[src/rtl/fwd_mux_pipe.sv]
// Registered NUM_IN:1 forwarding mux with flush/stall pipeline control
// and sticky, saturating tracking of out-of-range select values.
module fwd_mux_pipe #(
    parameter int WIDTH        = 32,
    parameter int NUM_IN       = 4,
    parameter int SEL_W        = 2,
    parameter int ILLEGAL_HOLD = 0
) (
    input  logic                    clk,
    input  logic                    rst_n,
    input  logic [NUM_IN*WIDTH-1:0] in_data,
    input  logic [SEL_W-1:0]        sel,
    input  logic                    in_valid,
    input  logic                    stall,
    input  logic                    flush,
    input  logic                    err_clr,
    output logic [WIDTH-1:0]        out_data,
    output logic                    out_valid,
    output logic                    sel_err,
    output logic [7:0]              err_cnt
);

    logic [WIDTH-1:0] outData_q, outData_d;
    logic             outValid_q, outValid_d;
    logic             selErr_q, selErr_d;
    logic [7:0]       errCnt_q, errCnt_d;

    logic [WIDTH-1:0] selData;
    logic             selLegal;
    logic             normalUpdate;
    logic             countIllegal;

    always_comb begin
        selData  = '0;
        selLegal = 1'b0;
        for (int k = 0; k < NUM_IN; k++) begin
            if (sel == SEL_W'(k)) begin
                selData  = in_data[k*WIDTH +: WIDTH];
                selLegal = 1'b1;
            end
        end
    end

    assign normalUpdate = !flush && !stall;
    assign countIllegal = normalUpdate && in_valid && !selLegal;

    // Flush wins over stall; err_clr acts under stall but is masked by flush.
    always_comb begin
        outData_d  = outData_q;
        outValid_d = outValid_q;
        selErr_d   = selErr_q;
        errCnt_d   = errCnt_q;

        if (flush) begin
            outData_d  = '0;
            outValid_d = 1'b0;
        end else if (normalUpdate) begin
            outValid_d = in_valid;
            if (in_valid && selLegal) begin
                outData_d = selData;
            end else if (in_valid && (ILLEGAL_HOLD == 0)) begin
                outData_d = '0;
            end
        end

        if (countIllegal) begin
            selErr_d = 1'b1;
            if (err_clr) begin
                errCnt_d = 8'd1;
            end else if (errCnt_q != 8'hFF) begin
                errCnt_d = errCnt_q + 8'd1;
            end
        end else if (err_clr && !flush) begin
            selErr_d = 1'b0;
            errCnt_d = 8'd0;
        end
    end

    always_ff @(posedge clk or negedge rst_n) begin
        if (!rst_n) begin
            outData_q  <= '0;
            outValid_q <= 1'b0;
            selErr_q   <= 1'b0;
            errCnt_q   <= 8'd0;
        end else begin
            outData_q  <= outData_d;
            outValid_q <= outValid_d;
            selErr_q   <= selErr_d;
            errCnt_q   <= errCnt_d;
        end
    end

    assign out_data  = outData_q;
    assign out_valid = outValid_q;
    assign sel_err   = selErr_q;
    assign err_cnt   = errCnt_q;

endmodule

[config.mk]
export PLATFORM = sky130hd
export DESIGN_NAME = fwd_mux_pipe
export DESIGN_NICKNAME = d
export VERILOG_FILES = /design/src/rtl/fwd_mux_pipe.sv
export SDC_FILE = /design/constraint.sdc
export NUM_CORES = 1
export LEC_CHECK = 0
export ABC_CLOCK_PERIOD_IN_PS = 1700
export CAP_MARGIN = 20
export CORE_UTILIZATION = 39
export DETAILED_ROUTE_END_ITERATION = 6
export PLACE_DENSITY = 0.88
export SKIP_CTS_REPAIR_TIMING = 1
export SLEW_MARGIN = 30
export SYNTH_ARGS = -nofsm -noshare
export SYNTH_HDL_FRONTEND = slang
export SYNTH_SLANG_ARGS = --single-unit
export TNS_END_PERCENT = 10
[constraint.sdc]
create_clock -name clk -period 1.7 [get_ports clk]
set_clock_uncertainty 0.2 [all_clocks]
set_input_delay 0.255 -clock clk [delete_from_list [all_inputs] [get_ports clk]]
set_output_delay 0.255 -clock clk [all_outputs]
set_load 0.01 [all_outputs]
# [Word level (Yosys, flattened, before mapping)]
# Cells that the tools add are included.
[word_totals] reg_bits=42 in_bits=136 out_inout_bits=42 word_cells=44
[classes] add_sub_neg=1 n_eq_ne=5 muxes=20 n_reduce_logical=14
[ops] op="$mux 32" n=8
[ops] op="$mux 8" n=4
[ops] op="$add 8x1->8 const B" n=1
[ops] op="$mux 1" n=8
[ops] op="$ne 8x8->1 const B" n=1
[ops] op="$logic_and 1x1->1" n=5
[ops] op="$eq 2x2->1 const B" n=2
[ops] op="$reduce_and 2->1" n=2
[ops] op="$reduce_bool 2->1" n=2
[ops] op="$logic_not 1->1" n=3
[ops] op="$ne 3x2->1 const B" n=1
[ops] op="$reduce_bool 3->1" n=1
[ops] op="$eq 2x1->1 const B" n=1
[ops] op="$logic_not 2->1" n=1

# [Longest topological paths before layout]
[logic_depth] word_depth=9 ltp_mapped=5 mapped_depth_nobuf=3

# [Worst setup path before layout]
# OpenSTA, ideal clock, no wires.
[synth_path] kind="input port to flip-flop" start="input port sel[0]" end="register outData_q[15] (netlist: out_data[15])" setup_time_ps=118 t_arrival_ps=1226 required_time_ps=1382 slack_ps=156 path_stages=5 path_buffers=2 cell_sequence="buf_2 buf_2 mux2i_1 o22ai_2 a21o_1"
[synth_via] elab_chain_cells=9 elab_cells_between_ends=18 classes_between="eq/ne: 3; mux: 11; reduce/logical: 4"
[synth_rtl] element="start: declaration" line_no="12" text="input logic [SEL_W-1:0] sel,"
[synth_rtl] element="$logic_not 2->1" line_no="37" text="if (sel == SEL_W'(k)) begin"
[synth_rtl] element="$mux 1 (4 in a row)" line_no="37"
[synth_rtl] element="$logic_and 1x1->1" line_no="59" text="if (in_valid && selLegal) begin"
[synth_rtl] element="$mux 32" line_no="59"
[synth_rtl] element="$mux 32" line_no="57" text="end else if (normalUpdate) begin"
[synth_rtl] element="$mux 32" line_no="54" text="if (flush) begin"
[synth_rtl] element="end signal: assignment" line_no="86" text="outData_q <= outData_d;"
[synth_rtl] element="end: declaration" line_no="23" text="logic [WIDTH-1:0] outData_q, outData_d;"
# Several ways; a longest one is shown, not always the timed one. The select of a mux whose other input is x is not followed.
# A chain may end at the register's enable or synchronous reset.

# [Final worst setup path]
[layout_path] start="input port flush" end="register outData_q[17] (netlist: out_data[17])"
[layout_via] elab_chain_cells=4 elab_cells_between_ends=6 classes_between="mux: 1; reduce/logical: 5"
[layout_rtl] element="start: declaration" line_no="15" text="input logic flush,"
[layout_rtl] element="$logic_not 1->1" line_no="44" text="assign normalUpdate = !flush && !stall;"
[layout_rtl] element="$logic_and 1x1->1" line_no="44"
[layout_rtl] element="$reduce_bool 2->1 (no source line)"
[layout_rtl] element="$reduce_and 2->1 (no source line)"
# Several ways; a longest one is shown, not always the timed one.

==> results.md <==
* YS warnings at 0
* H-tree Lvls at 2
* Placed Instances at 454
* Fin nets at 522
* Drt pass-1 iters at 4
* Synthesized Nets at 341
* Synthesized cell area at 2590 sq um
* Core Area at 6390 sq um
* CP max-delay cell: or4b_4
* Crit path capture type: flip-flop
* Layout cells sized above 1 at 0.147
* Longest Clk Path Bufs at 2
* Pin count of the biggest net entering global routing at 36
* Library cells used by synthesis at 18
* CTS Sinks at 42
* Vias per inst at 5.15
* Num CTS Buffers at 5
* CP required at 1.73 ns
* I/O pin count at 178
* Core Rows at 29
* Clk_lat worst skew at 0.28 ns
* Worst setup SP type: input port
* ANT cells at 0
* Hold WS at 0.172 ns
* Met2 Usage GRT at 0.393
* DR WL/cell at 16.1 um
* Non-filler instance count after layout at 464
* Via count at 2388
* Static Leakage at 0.00234 uW
* Met1 usage at 0.234
* Chip Width at 83.4 um
* Drt total wl at 7480 um
* CTS tree: yes
* Area growth from synthesis to layout at 80.3%
* Headroom to the max-slew limit at 0.822
* Final HPWL DP at 5890 um
* I/O Buffers at 177
* Syn avg cell area at 12.6 sq um
* Initial antenna violation count at 0
* Cells after synthesis at 205
* Die Y at 83.4 um
* WP buf/inv at 2
* Hold crit path type: in -> async
* M3 GR Usage at 0.0537
* Seq/Total Area, Yosys at 0.406
* Congestion Overflow GR at 0
* GRT busiest layer: met2
* Crit-path cells: clkdlybuf4s50_1 > or4b_4 > clkbuf_16 > o22ai_2 > a21o_1
* Critical path fanouts, max at 16
* Power per cell area at 602 nW/um^2
* FMAX at 602 MHz
* Max-slew violations at 0
* Clock Tree Root: clkbuf_8
* R2R Setup Slk at 0.76 ns
* Initial Util at 0.405
* R2r startpoint: out_data[25]
* Gr usage total at 0.209
* Finished Core Util at 0.730
* Starting DRT DRC Count at 67
* Fin crit period at 1.66 ns
* Max Cap Violations at 0
* Slew at the pin closest to its max-slew limit at 0.259 ns
* Post-route ant nets at 0
* Critical path arrival at 1.69 ns
* Vias in the first global route at 2414
* Setup-failing EPs final at 0
* Register-to-Register Path Depth at 1
* Worst-path clk slew at 0.08 ns
* Maximum vdd ir drop at 0.000405 V
* Die footprint at 6960 sq um
* Status: complete, no violations
* #FFs+latches synth at 42
* DRC Markers at 0
* Worst r2r dst: out_data[25]
* Period utilization at 0.977
* Critical path class: in -> reg
* Global-route wire length before repair at 11700 um
* Delay of the slowest cell on the worst path at 0.59 ns
* Final hold vios at 0
* Family with the most delay on the worst path: buffers and inverters
* GP Congestion at 0.752
## registers in the layout, indices dropped and copies added, names as in the netlist
name,cells
err_cnt,8
out_data,32
out_valid,1
sel_err,1
## Yosys cell counts
cell / number / area (sq um)
a211o_1: 1 / 8.76
a21o_1: 31 / 233
a21oi_1: 1 / 5.00
and2_1: 9 / 56.3
buf_2: 6 / 30.0
buf_6: 6 / 67.6
buf_8: 2 / 30.0
clkbuf_1: 1 / 3.75
dfrtp_1: 42 / 1050
dlygate4sd1_1: 3 / 26.3
inv_1: 1 / 3.75
mux2i_1: 65 / 651
nand2b_1: 1 / 6.26
nand4bb_1: 1 / 11.3
nor2_1: 3 / 11.3
o22ai_1: 1 / 6.26
o22ai_2: 30 / 375
or4b_1: 1 / 10.0
## where the power goes
group	switching, uW	total, uW	internal [uW]
Sequential	25.1	1070	1040
Combinational	269	781	512
Clock	331	957	626
## final cells by class
type / instances / area (sq um)
Clock inverter: 2 / 60.1
Tap cell: 77 / 96.3
Timing Repair Buffer: 192 / 1980
Inverter: 1 / 3.75
Multi-Input combinational cell: 144 / 1390
Clock buffer: 6 / 82.6
Sequential cell: 42 / 1050
Fill cell: 473 / 1720
## layout by cell type (no fill, tap or decap)
| cell | n |
|---|---|
| a211o_1 | 1 |
| a21o_1 | 31 |
| a21oi_2 | 1 |
| and2_1 | 9 |
| buf_12 | 6 |
| buf_2 | 1 |
| buf_4 | 7 |
| buf_6 | 1 |
| bufinv_16 | 2 |
| clkbuf_16 | 1 |
| clkbuf_8 | 6 |
| clkdlybuf4s50_1 | 172 |
| dfrtp_1 | 42 |
| dlygate4sd3_1 | 1 |
| dlymetal6s2s_1 | 3 |
| inv_1 | 1 |
| mux2i_1 | 65 |
| nand2b_1 | 1 |
| nand4bb_2 | 1 |
| nor2_1 | 3 |
| o22ai_1 | 1 |
| o22ai_2 | 30 |
| or4b_4 | 1 |
## how the worst max path moves through the flow
| stage | to | slack [ns] | depth (start not counted) | from |
|---|---|---|---|---|
| final | out_data[17] | 0.04 | 5 | flush |
| after global placement | out_data[26] | -0.39 | 5 | flush |
| after CTS | out_data[26] | -0.11 | 5 | flush |
| after floorplan | out_data[15] | 0.16 | 5 | sel[0] |
| after global routing | out_data[19] | -0.0006 | 1 | out_data[19] |
| after detailed placement | out_data[26] | -0.42 | 5 | flush |
## layer usage
layer,vias to the layer above,wire length (um),part of all wire
met2,106,3950,0.53
met5,-,0,0
met3,11,518,0.069
met1,1143,2890,0.39
met4,0,119,0.016
li1,1128,-,-
## kinds of logic (layout without fill, tap and decap cells)
group	count (synthesis)	count (layout)	synth area share
buffers and inverters	19	201	0.0624
and+or+nand+nor	15	15	0.0368
DFF	42	42	0.406
muxes	65	65	0.252
AOI/OAI and AO/OA	64	64	0.243
## per-stage QoR
| step | area, sq um | worst slack [ns] | total power [uW] | setup TNS [ns] |
|---|---|---|---|---|
| floorplan | 2590 | 0.156 | 1370 | 0 |
| global placement | 4470 | -0.387 | 1850 | -11.59 |
| detailed placement | 4470 | -0.416 | 1870 | -12.41 |
| CTS | 4610 | -0.105 | 2830 | -2.66 |
| global route | 4660 | -0.000600 | 2930 | -0.00122 |
| finish | 4660 | 0.0399 | 2810 | 0 |
Power figures use the tool's default switching activity.
